==> src/rtl/class_hvec_search_if.sv <==
// rtl/class_hvec_search_if.sv - query, generator-select and result signals of the class hypervector search
interface class_hvec_search_if #(
    parameter int DI_PARALLEL_W_BITS = 64,
    parameter int CLASS_ID_W         = 3,
    parameter int FRAME_IDX_W        = 2,
    parameter int DIST_W             = 8
);
    logic                          q_valid;
    logic                          q_ready;
    logic [DI_PARALLEL_W_BITS-1:0] q_data;
    logic [CLASS_ID_W-1:0]         frame_id;
    logic [FRAME_IDX_W-1:0]        frame_index;
    logic [DI_PARALLEL_W_BITS-1:0] class_vec_in;
    logic                          res_valid;
    logic                          res_ready;
    logic [CLASS_ID_W-1:0]         res_class;
    logic [DIST_W-1:0]             res_dist;
    logic                          busy;

    modport master (
        output q_valid, q_data, class_vec_in, res_ready,
        input  q_ready, frame_id, frame_index, res_valid, res_class, res_dist, busy
    );

    modport slave (
        input  q_valid, q_data, class_vec_in, res_ready,
        output q_ready, frame_id, frame_index, res_valid, res_class, res_dist, busy
    );
endinterface

==> src/rtl/class_hvec_search.sv <==
// rtl/class_hvec_search.sv - loads a query hypervector, sweeps all classes and reports the nearest by Hamming distance
module class_hvec_search #(
    parameter int DI_PARALLEL_W_BITS = 64,
    parameter int NUM_CLASSES        = 8,
    parameter int NUM_FRAMES         = 3,
    parameter int CLASS_ID_W         = 3,
    parameter int FRAME_IDX_W        = 2,
    parameter int DIST_W             = 8
) (
    input  logic                 clk,
    input  logic                 rst_n,
    class_hvec_search_if.slave   bus
);
    localparam logic [1:0] S_LOAD   = 2'd0;
    localparam logic [1:0] S_SEARCH = 2'd1;
    localparam logic [1:0] S_DONE   = 2'd2;

    localparam logic [FRAME_IDX_W-1:0] LAST_FRM = FRAME_IDX_W'(NUM_FRAMES - 1);
    localparam logic [CLASS_ID_W-1:0]  LAST_CLS = CLASS_ID_W'(NUM_CLASSES - 1);

    logic [1:0]                    state_q, state_d;
    logic [FRAME_IDX_W-1:0]        beat_q, beat_d;
    logic [FRAME_IDX_W-1:0]        frm_q, frm_d;
    logic [CLASS_ID_W-1:0]         cls_q, cls_d;
    logic [CLASS_ID_W-1:0]         best_cls_q, best_cls_d;
    logic [DIST_W-1:0]             acc_q, acc_d;
    logic [DIST_W-1:0]             best_dist_q, best_dist_d;
    logic [DIST_W-1:0]             acc_sum;
    logic [DI_PARALLEL_W_BITS-1:0] buf_q [NUM_FRAMES];
    logic                          beat_fire;

    function automatic logic [DIST_W-1:0] popcount(input logic [DI_PARALLEL_W_BITS-1:0] v);
        logic [DIST_W-1:0] cnt;
        cnt = '0;
        for (int i = 0; i < DI_PARALLEL_W_BITS; i++) begin
            cnt = cnt + DIST_W'(v[i]);
        end
        return cnt;
    endfunction

    assign bus.q_ready     = rst_n & (state_q == S_LOAD);
    assign bus.busy        = (state_q == S_SEARCH);
    assign bus.frame_id    = bus.busy ? cls_q : '0;
    assign bus.frame_index = bus.busy ? frm_q : '0;
    assign bus.res_valid   = (state_q == S_DONE);
    assign bus.res_class   = best_cls_q;
    assign bus.res_dist    = best_dist_q;

    assign beat_fire = bus.q_valid & bus.q_ready;
    assign acc_sum   = acc_q + popcount(buf_q[frm_q] ^ bus.class_vec_in);

    always_comb begin
        state_d     = state_q;
        beat_d      = beat_q;
        frm_d       = frm_q;
        cls_d       = cls_q;
        acc_d       = acc_q;
        best_cls_d  = best_cls_q;
        best_dist_d = best_dist_q;
        case (state_q)
            S_LOAD: begin
                if (beat_fire) begin
                    if (beat_q == LAST_FRM) begin
                        state_d     = S_SEARCH;
                        beat_d      = '0;
                        frm_d       = '0;
                        cls_d       = '0;
                        acc_d       = '0;
                        best_dist_d = '1;
                        best_cls_d  = '0;
                    end else begin
                        beat_d = beat_q + 1'b1;
                    end
                end
            end
            S_SEARCH: begin
                if (frm_q == LAST_FRM) begin
                    // strict less-than keeps the lower class index on a tie
                    if (acc_sum < best_dist_q) begin
                        best_dist_d = acc_sum;
                        best_cls_d  = cls_q;
                    end
                    acc_d = '0;
                    frm_d = '0;
                    cls_d = cls_q + 1'b1;
                    if (cls_q == LAST_CLS) begin
                        state_d = S_DONE;
                    end
                end else begin
                    acc_d = acc_sum;
                    frm_d = frm_q + 1'b1;
                end
            end
            S_DONE: begin
                if (bus.res_ready) begin
                    state_d = S_LOAD;
                end
            end
            default: state_d = S_LOAD;
        endcase
    end

    always_ff @(posedge clk or negedge rst_n) begin
        if (!rst_n) begin
            state_q     <= S_LOAD;
            beat_q      <= '0;
            frm_q       <= '0;
            cls_q       <= '0;
            acc_q       <= '0;
            best_cls_q  <= '0;
            best_dist_q <= '0;
            for (int i = 0; i < NUM_FRAMES; i++) begin
                buf_q[i] <= '0;
            end
        end else begin
            state_q     <= state_d;
            beat_q      <= beat_d;
            frm_q       <= frm_d;
            cls_q       <= cls_d;
            acc_q       <= acc_d;
            best_cls_q  <= best_cls_d;
            best_dist_q <= best_dist_d;
            if (beat_fire) begin
                buf_q[beat_q] <= bus.q_data;
            end
        end
    end
endmodule

==> src/flat_wrapper.sv <==
// flat-port wrapper written by rule: the top's interface ports become plain ports
module class_hvec_search_flat 
#(
    parameter int DI_PARALLEL_W_BITS = 64,
    parameter int NUM_CLASSES        = 8,
    parameter int NUM_FRAMES         = 3,
    parameter int CLASS_ID_W         = 3,
    parameter int FRAME_IDX_W        = 2,
    parameter int DIST_W             = 8
)
  (clk, rst_n, bus_q_valid, bus_q_data, bus_class_vec_in, bus_res_ready, bus_q_ready, bus_frame_id, bus_frame_index, bus_res_valid, bus_res_class, bus_res_dist, bus_busy);
  class_hvec_search_if #(.DI_PARALLEL_W_BITS(DI_PARALLEL_W_BITS), .CLASS_ID_W(CLASS_ID_W), .FRAME_IDX_W(FRAME_IDX_W), .DIST_W(DIST_W)) bus_i ();
  input  logic clk;
  input  logic rst_n;
  input wire logic [$bits(bus_i.q_valid)-1:0] bus_q_valid;
  input wire logic [$bits(bus_i.q_data)-1:0] bus_q_data;
  input wire logic [$bits(bus_i.class_vec_in)-1:0] bus_class_vec_in;
  input wire logic [$bits(bus_i.res_ready)-1:0] bus_res_ready;
  output wire logic [$bits(bus_i.q_ready)-1:0] bus_q_ready;
  output wire logic [$bits(bus_i.frame_id)-1:0] bus_frame_id;
  output wire logic [$bits(bus_i.frame_index)-1:0] bus_frame_index;
  output wire logic [$bits(bus_i.res_valid)-1:0] bus_res_valid;
  output wire logic [$bits(bus_i.res_class)-1:0] bus_res_class;
  output wire logic [$bits(bus_i.res_dist)-1:0] bus_res_dist;
  output wire logic [$bits(bus_i.busy)-1:0] bus_busy;
  assign bus_i.q_valid = bus_q_valid;
  assign bus_i.q_data = bus_q_data;
  assign bus_i.class_vec_in = bus_class_vec_in;
  assign bus_i.res_ready = bus_res_ready;
  assign bus_q_ready = bus_i.q_ready;
  assign bus_frame_id = bus_i.frame_id;
  assign bus_frame_index = bus_i.frame_index;
  assign bus_res_valid = bus_i.res_valid;
  assign bus_res_class = bus_i.res_class;
  assign bus_res_dist = bus_i.res_dist;
  assign bus_busy = bus_i.busy;
  class_hvec_search #(.DI_PARALLEL_W_BITS(DI_PARALLEL_W_BITS), .NUM_CLASSES(NUM_CLASSES), .NUM_FRAMES(NUM_FRAMES), .CLASS_ID_W(CLASS_ID_W), .FRAME_IDX_W(FRAME_IDX_W), .DIST_W(DIST_W)) u_core (.clk(clk), .rst_n(rst_n), .bus(bus_i));
endmodule
==> config.mk <==
export PLATFORM = sky130hd
export DESIGN_NAME = class_hvec_search_flat
export DESIGN_NICKNAME = d
export VERILOG_FILES = /design/src/rtl/class_hvec_search_if.sv /design/src/rtl/class_hvec_search.sv /design/src/flat_wrapper.sv
export SDC_FILE = /design/constraint.sdc
export NUM_CORES = 1
export LEC_CHECK = 0
export ABC_AREA = 0
export CORE_UTILIZATION = 50
export DETAILED_ROUTE_END_ITERATION = 8
export PLACE_DENSITY = 0.73
export SLEW_MARGIN = 20
export SYNTH_ARGS = -nofsm -noshare
export SYNTH_HDL_FRONTEND = slang
export SYNTH_SLANG_ARGS = --single-unit
==> constraint.sdc <==
create_clock -name clk -period 10.75 [get_ports clk]
set_input_delay 2.15 -clock clk [delete_from_list [all_inputs] [get_ports clk]]
set_output_delay 2.15 -clock clk [all_outputs]
set_load 0.005 [all_outputs]
**Word-level counts from Yosys, hierarchy flattened**

Cells that the tools add are included.

- Reduce and logical (&&, ||, !) cells: 8
- Magnitude comparators: 4
- Equality and inequality tests: 11
- $add $sub $neg: 67
- Muxes and demuxes: 35
- Bitwise logic cells: 5

Operator list:

| cell | count |
|---|---|
| adder 8 x 1 -> 8 bit | 62 |
| bitwise mux 192 bit | 1 |
| 2-to-1 mux 64 bit | 3 |
| binary-select mux 64 bit (select 2 bit) | 1 |
| demux 64 bit (select 2 bit) | 1 |
| bitwise XOR 64 bit | 1 |
| 2-to-1 mux 8 bit | 7 |
| one-hot mux 8 bit (2 select lines) | 2 |
| 2-to-1 mux 2 bit | 10 |
| 2-to-1 mux 3 bit | 6 |
| one-hot mux 3 bit (2 select lines) | 2 |
| inequality test 2 bit, second input constant | 5 |
| AND reduction 5 bit | 2 |
| adder 8 bit | 1 |
| less-than comparator 8 bit | 1 |
| == test 2 bit, second input constant | 3 |
| >= comparator 3 bit, second input constant | 2 |
| NOT 2 -> 3 bit | 2 |
| one-hot mux 2 bit (3 select lines) | 1 |
| adder 2 x 1 -> 2 bit, second input constant | 2 |
| one-hot mux 2 bit (2 select lines) | 1 |
| AND reduction 4 bit | 1 |
| adder 3 x 1 -> 3 bit, second input constant | 1 |
| == test 3 bit, second input constant | 1 |
| other kinds (10) | 11 |

- Output and inout port bits: 19
- Word-level logic and storage cells: 140
- Flip-flop bits (word level): 220

**Longest topological paths before layout**

- Depth in word-level cells: 73
- Depth in mapped cells: 34

**Worst setup path before layout**

OpenSTA, ideal clock, no wires.

- Path kind: input-to-reg
- From: input bus_class_vec_in[1]
- To: register u_core.best_cls_q[0] (netlist: u_core.bus.res_class[0])
- Stages on the path: 26
- Path slack: 1482 ps
- Data arrival time: 9146 ps
- Setup time: 122 ps
- Path through: xnor2_1 -> ha_1 -> fa_1 -> fa_1 -> fa_1 -> fa_1 -> fa_1 -> fa_1 -> inv_1 -> fa_1 -> fa_1 -> inv_1 -> ha_1 -> fa_1 -> a21oi_1 -> o21ai_0 -> a21oi_1 -> xor2_1 -> inv_1 -> ha_1 -> nand2_1 -> o211ai_1 -> a211o_1 -> a21o_1 -> buf_2 -> a32o_1

- Longest elaborated chain between the ends: 68

Ends and longest elaborated chain:

| element | RTL line | RTL |
|---|---|---|
| start: declaration | flat_wrapper.sv:17 | `input wire logic [$bits(bus_i.class_vec_in)-1:0] bus_class_vec_in;` |
| bitwise XOR 64 bit | class_hvec_search.sv:50 | `assign acc_sum = acc_q + popcount(buf_q[frm_q] ^ bus.class_vec_in);` |
| adder 1 x 1 -> 2 bit | class_hvec_search.sv:36 | `cnt = cnt + DIST_W'(v[i]);` |
| adder 8 x 1 -> 8 bit (62 in a row) | class_hvec_search.sv:36 |  |
| adder 8 bit | class_hvec_search.sv:50 |  |
| less-than comparator 8 bit | class_hvec_search.sv:79 | `if (acc_sum < best_dist_q) begin` |
| inequality test 2 bit (no line) | - |  |
| AND reduction 5 bit (no line) | - |  |
| end signal: assignment | class_hvec_search.sv:121 | `best_cls_q <= best_cls_d;` |
| end: declaration | class_hvec_search.sv:25 | `logic [CLASS_ID_W-1:0] best_cls_q, best_cls_d;` |

Every way passes these cells.
A chain may end at the register's enable or synchronous reset.

**Worst setup path after layout**

- From: input bus_class_vec_in[8]
- To: register u_core.best_cls_q[2] (netlist: u_core.bus.res_class[2])

- Longest elaborated chain between the ends: 61

Ends and longest elaborated chain:

| element | RTL line |
|---|---|
| bitwise XOR 64 bit | class_hvec_search.sv:50 |
| adder 8 x 1 -> 8 bit (56 in a row) | class_hvec_search.sv:36 |
| adder 8 bit | class_hvec_search.sv:50 |
| less-than comparator 8 bit | class_hvec_search.sv:79 |
| inequality test 2 bit (no line) | - |
| AND reduction 5 bit (no line) | - |

Every way passes these cells.

==> flow_summary_export.csv <==
group,metric,value,unit
worst_setup_path,cp_max_fo,11,
min_path,holdPathStages,1,
die,ios,151,
clock_network,clkSlewWorstSetupHoldPaths,60,ps
worst_setup_path,critPathKind,"in -> reg",
die,rows,57,
placement,place.gp.congestion,0.8260,
die,core,24250,um2
run_status,status,"complete, no violations",
clock_network,cts_made_buffers,24,
synth,synth_area_leaders,"dfrtp_1 45%, mux2_2 14%, fa_1 8.9%, mux2i_1 5.2%, xnor2_1 5.0%",
drt,via_count,7767,
drt,vias_per_cell,5.338,
drt,drt_iter0_markers,453,
global_route,antenna_found_initial,2,
drt,first_pass_iters,6,
synth,netlist_instances,975,
worst_setup_path,cp.required,11140,ps
cells_and_area,nets,1342,
synth,ys.flop_type,"dfrtp_1",
placement,hpwl,18.78,mm
drt,wl_per_cell,18.87,um
cells_and_area,final_common_cell,"dfrtp_1",
die,die_h,158.9,um
min_path,min_from,"u_core.buf_q[118]",
drt,drc,0,
sta,hold_viol_final,0,
sta,post-route-min-period,9640,ps
clock_network,cts_tree,"yes",
sta,drv_slew,0,
worst_setup_path,end_kind,"flop",
clock_network,cts-root-buf,"clkbuf_16",
drt,wl_met1,12.65,mm
die,fp.dieW,158.9,um
placement,io_buffers,150,
sta,skew,9.312,ps
drt,route.met3.wl,1.469,mm
min_path,hold_end,"u_core.buf_q[118]",
min_path,hold_path.class,"reg -> reg",
synth,netlist.area_leader.share,44.73,%
synth,ys_ff_latch,220,
synth,synthArstFlopShare,100.0,%
cells_and_area,fillers,1995,
clock_network,cts-resized-gates,0,
sta,holdWs,503.2,ps
global_route,grt_pass1_wl,45.15,mm
global_route,grt_max_degree,103,
drt,routed_wl,27.45,mm
sta,setup_viol,0,
flow_run,maxCapViolCount,0,
drt,antenna_left,0,
sta,clock.fmax,103.7,MHz
clock_network,clk_latency,510,ps
global_route,grtUsageTotal,22.69,%
synth,synthesis.area,12310,um2
clock_network,cts-hold-fix-buffers,0,
clock_network,h-tree-depth,1,
clock_network,cts_setup_buffers,0,
cells_and_area,mostFrequentLayoutCells,"218 x dfrtp_1, 154 x mux2_2, 149 x clkdlybuf4s50_1",
worst_setup_path,rrSetupSlack,1350,ps
synth,synth_cell_types,39,
worst_setup_path,worst_setup_path_start_kind,"primary input",
sta,tns,0,ps
sta,worst_pin_slew,1087,ps
drt,top_layer,"met4",
worst_setup_path,crit_arrival,10030,ps
global_route,grt-ovfl-total,0,
sta,period_share,89.67,%
die,die_area,25250,um2
clock_network,tritoncts_num_sinks,220,
drt,dr_wl_met2,12.74,mm
worst_setup_path,regToRegStartpoint,"u_core.frm_q[1]",
global_route,grt_pass1_vias,8219,
synth,synth_edf_count,0,
cells_and_area,register_area,5510,um2
cells_and_area,syn_to_final_growth,20.84,%
worst_setup_path,worstReg2RegEnd,"u_core.bus.res_class[2]",
synth,yosysWarningCount,0,
cells_and_area,drive_gt1_share,22.04,%
synth,syn-mean-instance-area,12.62,um2
sta,grt_setup_unrepaired,"no",
synth,yosysTopAreaCell,"dfrtp_1",
sta,slew_headroom,27.52,%
worst_setup_path,ff2ff_path_depth,29,
synth,syn-num-nets,1203,
cells_and_area,multi_input_area,6334,um2
clock_network,clockBufferDepth,3,
synth,synth-seq-area-share,44.73,%
die,start_util,50.76,%
==> cell usage after synthesis (all sizes together) (3+ instances only) <==
library cell / n
a21oi: 43
and2: 6
inv: 63
xor2: 3
buf: 36
dfrtp: 220
clkbuf: 12
a21o: 4
ha: 41
xnor2: 70
a32o: 5
a32oi: 8
nand2: 47
o21ai: 39
mux2: 192
mux2i: 64
o21bai: 3
fa: 55
nor2: 44
nand2b: 4
==> critical path, cell delays in order <==
cell and delay, ps:
clkdlybuf4s50_1 440, xnor2_1 360, fa_1 530, fa_1 610, fa_1 460, fa_1 530, fa_1 530, fa_1 540
inv_1 50, fa_1 500, fa_1 540, inv_1 40, ha_1 220, fa_1 400, a21oi_1 200, o21ai_0 110
a21oi_1 180, xor2_1 260, inv_1 70, ha_1 290, nand2_1 60, o211ai_1 90, a211o_1 310, a21o_1 280
a32o_1 250
==> worst max path at each step <==
stage / endpoint / slack (ps) / cells after the start / startpoint
global placement: u_core.bus.res_class[2] / 730 / 25 / bus_class_vec_in[8]
finish: u_core.bus.res_class[2] / 1110 / 25 / bus_class_vec_in[8]
CTS: u_core.bus.res_class[2] / 1080 / 26 / bus_class_vec_in[1]
global route: u_core.bus.res_dist[5] / 740 / 24 / bus_class_vec_in[8]
floorplan: u_core.bus.res_class[0] / 1480 / 26 / bus_class_vec_in[1]
detailed placement: u_core.bus.res_class[2] / 580 / 26 / bus_class_vec_in[1]
==> layer usage <==
layer,global-route usage [%],vias to the layer above
met3,4.258,38
met2,36.34,175
met5,0,-
met4,5.638,0
met1,31.85,3952
li1,-,3602
==> flip-flops by register name, indices dropped and copies added, names as in the netlist <==
name,count
u_core.bus.res_class,3
u_core.beat_q,2
u_core.acc_q,8
u_core.cls_q,3
u_core.frm_q,2
u_core.state_q,2
u_core.buf_q,192
u_core.bus.res_dist,8
==> stage by stage <==
| stage | cell area, um2 | util (%) | setup WS [ps] | cells |
|---|---|---|---|---|
| after global routing | 14870 | 61.33 | 738.4 | 1454 |
| after floorplan | 12310 | - | 1483 | 975 |
| final | 14870 | 61.34 | 1110 | 1455 |
| after detailed placement | 14090 | 58.10 | 577.8 | 1412 |
| after CTS | 14870 | 61.33 | 1081 | 1454 |
| after global placement | 14090 | 58.10 | 725.9 | 1412 |
==> cell type report <==
cell class              instances  share of cell area, %
multi-input cells             644                  42.58
flip-flops and latches        220                  37.05
repair buffers                161                  10.77
clock buffers                  39                  5.165
well taps                     324                  2.726
inverters                      63                  1.590
clock inverters                 3                 0.1010
diodes                          1                0.01683
==> kinds of logic (layout without fill, tap and decap cells) <==
kind of cell	count (synthesis)	in the layout	synth area share, %
flops	220	220	44.73
fa+ha+maj	96	96	13.11
mux	256	256	23.93
simple gates	109	109	3.812
compound gates	110	110	5.246
buf+inv	111	266	3.975
other cells	0	1	0
xor+xnor	73	73	5.195
Power is not shown: default switching activity piles up to over one toggle a cycle in this logic, so the estimate is an artifact.
